File: src/rtl/arb_pkg.sv
// Shared definitions for the 4-way arbiter and its downstream transfer controller.
package arb_pkg;

    localparam int         NUM_REQ  = 4;
    localparam logic [2:0] GNT_NONE = 3'd4;

    typedef enum logic {IDLE, XFER} xfer_state_t;

    // Any grant code at or above GNT_NONE means "nobody granted".
    function automatic logic gnt_valid(input logic [2:0] gnt);
        return gnt < GNT_NONE;
    endfunction

endpackage

File: src/rtl/arb_beat_cnt.sv
// Loadable down-counter tracking the beats remaining in the current burst.
module arb_beat_cnt #(
    parameter int LENW = 4
) (
    input  logic            clk,
    input  logic            rst_n,
    input  logic            load,
    input  logic [LENW-1:0] load_val,
    input  logic            dec,
    output logic [LENW-1:0] cnt,
    output logic            is_zero
);

    // NOTE: sequential state uses non-blocking assignments so every flop sees pre-edge values.
    always_ff @(posedge clk or negedge rst_n) begin
        if (!rst_n) begin
            cnt <= '0;
        end else if (load) begin
            cnt <= load_val;
        end else if (dec && !is_zero) begin
            cnt <= cnt - 1'b1;
        end
    end

    assign is_zero = (cnt == '0);

endmodule

File: src/rtl/arb_xfer_ctrl.sv
// Locks onto the arbiter's granted requester and streams its burst to one
// valid/ready output port, acknowledging each consumed beat back to the source.
module arb_xfer_ctrl
    import arb_pkg::*;
#(
    parameter int DW   = 32,
    parameter int LENW = 4
) (
    input  logic            clk,
    input  logic            rst_n,
    input  logic [2:0]      gnt_id,
    input  logic [DW-1:0]   data0,
    input  logic [DW-1:0]   data1,
    input  logic [DW-1:0]   data2,
    input  logic [DW-1:0]   data3,
    input  logic [LENW-1:0] len0,
    input  logic [LENW-1:0] len1,
    input  logic [LENW-1:0] len2,
    input  logic [LENW-1:0] len3,
    output logic            out_valid,
    output logic [DW-1:0]   out_data,
    output logic [1:0]      out_src,
    output logic            out_last,
    input  logic            out_ready,
    output logic            ack0,
    output logic            ack1,
    output logic            ack2,
    output logic            ack3,
    output logic            busy
);

    xfer_state_t          state;
    logic [1:0]           src;
    logic [LENW-1:0]      beats_left;
    logic                 is_zero;
    logic                 capture;
    logic                 fire;
    logic [LENW-1:0]      len_sel;
    logic [NUM_REQ-1:0]   ack_vec;

    assign capture = (state == IDLE) && gnt_valid(gnt_id);
    assign fire    = (state == XFER) && out_ready;

    always_ff @(posedge clk or negedge rst_n) begin
        if (!rst_n) begin
            state <= IDLE;
            src   <= '0;
        end else begin
            unique case (state)
                IDLE: begin
                    if (gnt_valid(gnt_id)) begin
                        src   <= gnt_id[1:0];
                        state <= XFER;
                    end
                end
                XFER: begin
                    if (out_ready && is_zero) begin
                        state <= IDLE;
                    end
                end
            endcase
        end
    end

    // Length is picked by the incoming grant; it only reaches the counter's load port.
    // NOTE: every combinational output gets a default first so no latch is inferred.
    always_comb begin
        len_sel  = len0;
        out_data = data0;
        case (gnt_id[1:0])
            2'd1:    len_sel = len1;
            2'd2:    len_sel = len2;
            2'd3:    len_sel = len3;
            default: len_sel = len0;
        endcase
        case (src)
            2'd1:    out_data = data1;
            2'd2:    out_data = data2;
            2'd3:    out_data = data3;
            default: out_data = data0;
        endcase
    end

    arb_beat_cnt #(
        .LENW (LENW)
    ) u_beat_cnt (
        .clk      (clk),
        .rst_n    (rst_n),
        .load     (capture),
        .load_val (len_sel),
        .dec      (fire),
        .cnt      (beats_left),
        .is_zero  (is_zero)
    );

    assign out_valid = (state == XFER);
    assign busy      = (state != IDLE);
    assign out_src   = src;
    assign out_last  = (state == XFER) && (beats_left == '0);

    assign ack_vec = fire ? (NUM_REQ'(1) << src) : '0;
    assign ack0    = ack_vec[0];
    assign ack1    = ack_vec[1];
    assign ack2    = ack_vec[2];
    assign ack3    = ack_vec[3];

endmodule
File: config.mk
export PLATFORM = sky130hd
export DESIGN_NAME = arb_xfer_ctrl
export DESIGN_NICKNAME = d
export VERILOG_FILES = /design/src/rtl/arb_pkg.sv /design/src/rtl/arb_beat_cnt.sv /design/src/rtl/arb_xfer_ctrl.sv
export SDC_FILE = /design/constraint.sdc
export NUM_CORES = 1
export LEC_CHECK = 0
export CAP_MARGIN = 20
export CORE_MARGIN = 3
export CORE_UTILIZATION = 26
export DETAILED_ROUTE_END_ITERATION = 6
export PLACE_DENSITY_LB_ADDON = 0.05
export RECOVER_POWER = 50
export SLEW_MARGIN = 20
export SYNTH_ARGS = -nofsm -noshare
export SYNTH_HDL_FRONTEND = slang
export SYNTH_SLANG_ARGS = --single-unit
File: constraint.sdc
create_clock -name clk -period 3.6 [get_ports clk]
set_input_delay 0.72 -clock clk [delete_from_list [all_inputs] [get_ports clk]]
set_output_delay 0.72 -clock clk [all_outputs]
set_load 0.02 [all_outputs]
==> flow_summary.yaml <==
pwr:
  p_comb_share_pct: 82.1
  power.share.switching_pct: 42.4
  powerDensity_nw_per_um2: 593
  switching_power_uw: 831
  vdd_ir_drop_max_mv: 0.309
  pwr-share-seq_pct: 12.2
  p_clk_share_pct: 5.7
  p_leak_uw: 0.00120
  intPower_uw: 1130
logic_synthesis:
  yosys_warnings: 0
  syn_area_um2: 1320
  avgSynthCellArea_um2: 14.8
  synth_cell_types: 26
  ys_seq_area_share_pct: 13.3
  synth-seq-cells: 7
  syn-num-nets: 240
  synth_cells: 89
sta:
  setup_viol: 0
  worst_slack_ps: 329
  drv_slew: 0
  hold_slack_ps: 578
  fmax_mhz: 306
  worstMarginPinSlew_ps: 680
  min_period_ps: 3270
  max_slew_margin_pct: 54.7
  hold_violations: 0
  fin_skew_ps: 5.85
  rsz0062_at_grt: "no"
  period_share_pct: 90.9
  tns_ps: 0
drt:
  wl_per_cell_um: 19.2
  routed_wl_mm: 6.63
  ant_nets: 0
  firstDrtPassIters: 4
  vias: 1684
  drt_iter0_drc: 49
  drc_errors: 0
  vias_per_cell: 4.88
cells_and_area:
  layout-drive-gt1-share_pct: 18.0
  post-route-cell-area_um2: 3300
  nets: 430
  fillers: 406
  antenna_cells: 0
  final_util_pct: 68.6
  area_delta_synth_final_pct: 150
worst_setup_path:
  required_ps: 2880
  worstSetupEndpointType: "output pin"
  path_delay_family: "buffers and inverters"
  cp_slowest_cell: "dlygate4sd3_1"
  path_max_fanout: 28
  cp_num_buf_inv: 2
  startpoint_type: "flop"
  crit_chain: "clkbuf_2, mux4_2, dlygate4sd3_1"
  path_class: "flop to output pin"
  cp_data_arrival_time_ps: 2550
  slowest_delay_ps: 680
grt:
  grt_pass1_wl_mm: 10.2
  first_global_vias: 1760
  antenna_found_initial: 0
  grt_start_max_net_pins: 29
  grt_usage_pct: 21.9
  overflow: 0
floorplanning:
  dieArea_um2: 5970
  ios: 191
  core_area_um2: 4820
  initial_core_util_pct: 27.4
  die_height_um: 77.3
  std_cell_rows: 25
  die_w_um: 77.3
clocking:
  cts.sinks: 7
  cts_tree: "yes"
  h-tree-depth: 1
  cts_setup_buffers: 0
  cts_resized: 0
  clk_pin_slew_ps: 40
  root_buffer: "clkbuf_8"
  cts_buffers: 3
  cts-hold-fix-buffers: 0
  clkLatencyLatePin_ps: 230
  cts.path.max_buffers: 2
run:
  maxCapViolations: 0
run_status:
  status: "complete, no violations"
min_path:
  hp-class: "flop to flop"
placed_design:
  hpwl_mm: 5.78
  place_congestion: 0.738
  portBuffers: 190
  place_ws_ps: 621
  dpl-instance-area_um2: 3270
-- power by group through the flow --
stage | logic [µW] | clock network [µW] | registers [µW]
floorplan | 1030 | 0 | 169
global placement | 1640 | 0 | 249
detailed placement | 1660 | 0 | 249
CTS | 1660 | 111 | 247
global route | 1690 | 118 | 260
finish | 1610 | 111 | 240
-- metrics by stage --
step                cells  total power, µW
global route          345             2060
CTS                   345             2020
global placement      341             1890
floorplan              89             1200
finish                345             1960
detailed placement    341             1910
-- sequential cells by signal, summed over array words and instances, names as in the netlist --
signal and flops:
busy 1, out_src 2, u_beat_cnt.cnt 4
-- cells by family after synthesis --
family	after synthesis	share of synthesized area (%)
multiplexers	40	65.2
adder cells (fa/ha/maj)	1	0.948
AO/OA/AOI/OAI	7	3.60
buffers and inverters	12	6.92
AND/OR/NAND/NOR	22	10.0
flip-flops	7	13.3
-- cell type report --
class,count,area [µm²],area share [%]
tap,67,83.8,2.54
inverter,2,7.51,0.227
timing repair buffer,195,1940,58.6
clock buffer,4,45.0,1.36
sequential,7,176,5.34
multi-input combinational,70,1050,31.9
-- worst min-delay path, stage by stage, from the launching register on --
cell,delay (ps)
dfrtp_1,400
o41ai_1,70
a21oi_1,60
-- layer usage --
layer  up-vias  share of wire (%)  GRT usage, %
met5         -                  0             0
li1        774                  -             -
met1       789                 35          24.9
met2       115                 52          39.5
met3         6                 12          8.10
met4         0               0.86          3.38
-- synth_stat cells --
master	number	area share, %
mux4_2	34	58
dfrtp_1	7	13
buf_6	5	4.3
buf_2	4	1.5
nand2_1	4	1.1
a21oi_1	3	1.1
nor2_1	3	0.85
nor3_1	3	1.1
and2_2	2	1.1
inv_1	2	0.57
mux2_2	2	1.7
mux2i_1	2	1.5
mux4_1	2	4.0
nand3_1	2	0.76
nor3b_1	2	1.1
o221ai_1	2	1.3
a31oi_1	1	0.47
and2b_2	1	0.66
and3_1	1	0.47
and4b_1	1	0.76
buf_4	1	0.57
ha_1	1	0.95
nand2_4	1	0.85
o41ai_1	1	0.66
or3_2	1	0.57
or4_1	1	0.57
-- worst paths after layout --
kind | startpoint | endpoint | slack [ps] | cells after the start
max in group asynchronous | rst_n | out_src[0] | 2500 | 1
max reg2reg | out_src[1] | out_src[1] | 2000 | 2
max | out_src[1] | out_data[4] | 330 | 3
min reg2reg | u_beat_cnt.cnt[3] | u_beat_cnt.cnt[3] | 580 | 2
min | u_beat_cnt.cnt[3] | u_beat_cnt.cnt[3] | 580 | 2
min in group asynchronous | rst_n | u_beat_cnt.cnt[2] | 820 | 1
-- layout by cell type, fill, tap and decap left out --
cell,synthesis,layout
o221ai_1,2,2
nand2_1,4,4
dlygate4sd3_1,0,14
nand2_4,1,1
nor3b_1,2,2
ha_1,1,1
mux2_2,2,2
buf_4,1,4
inv_1,2,2
and2b_2,1,1
nor2_1,3,3
mux2i_1,2,2
o41ai_1,1,1
mux4_1,2,2
mux4_2,34,34
clkbuf_1,0,1
dfrtp_1,7,6
a31oi_1,1,1
and2_2,2,2
clkbuf_2,0,1
clkdlybuf4s50_1,0,176
a21oi_1,3,3
and3_1,1,1
or4_1,1,1
nand3_1,2,2
nor3_1,3,3
and4b_1,1,1
dfrtp_2,0,1
or3_2,1,1
clkbuf_8,0,3
No activity file was read; power rests on OpenSTA's default activity.
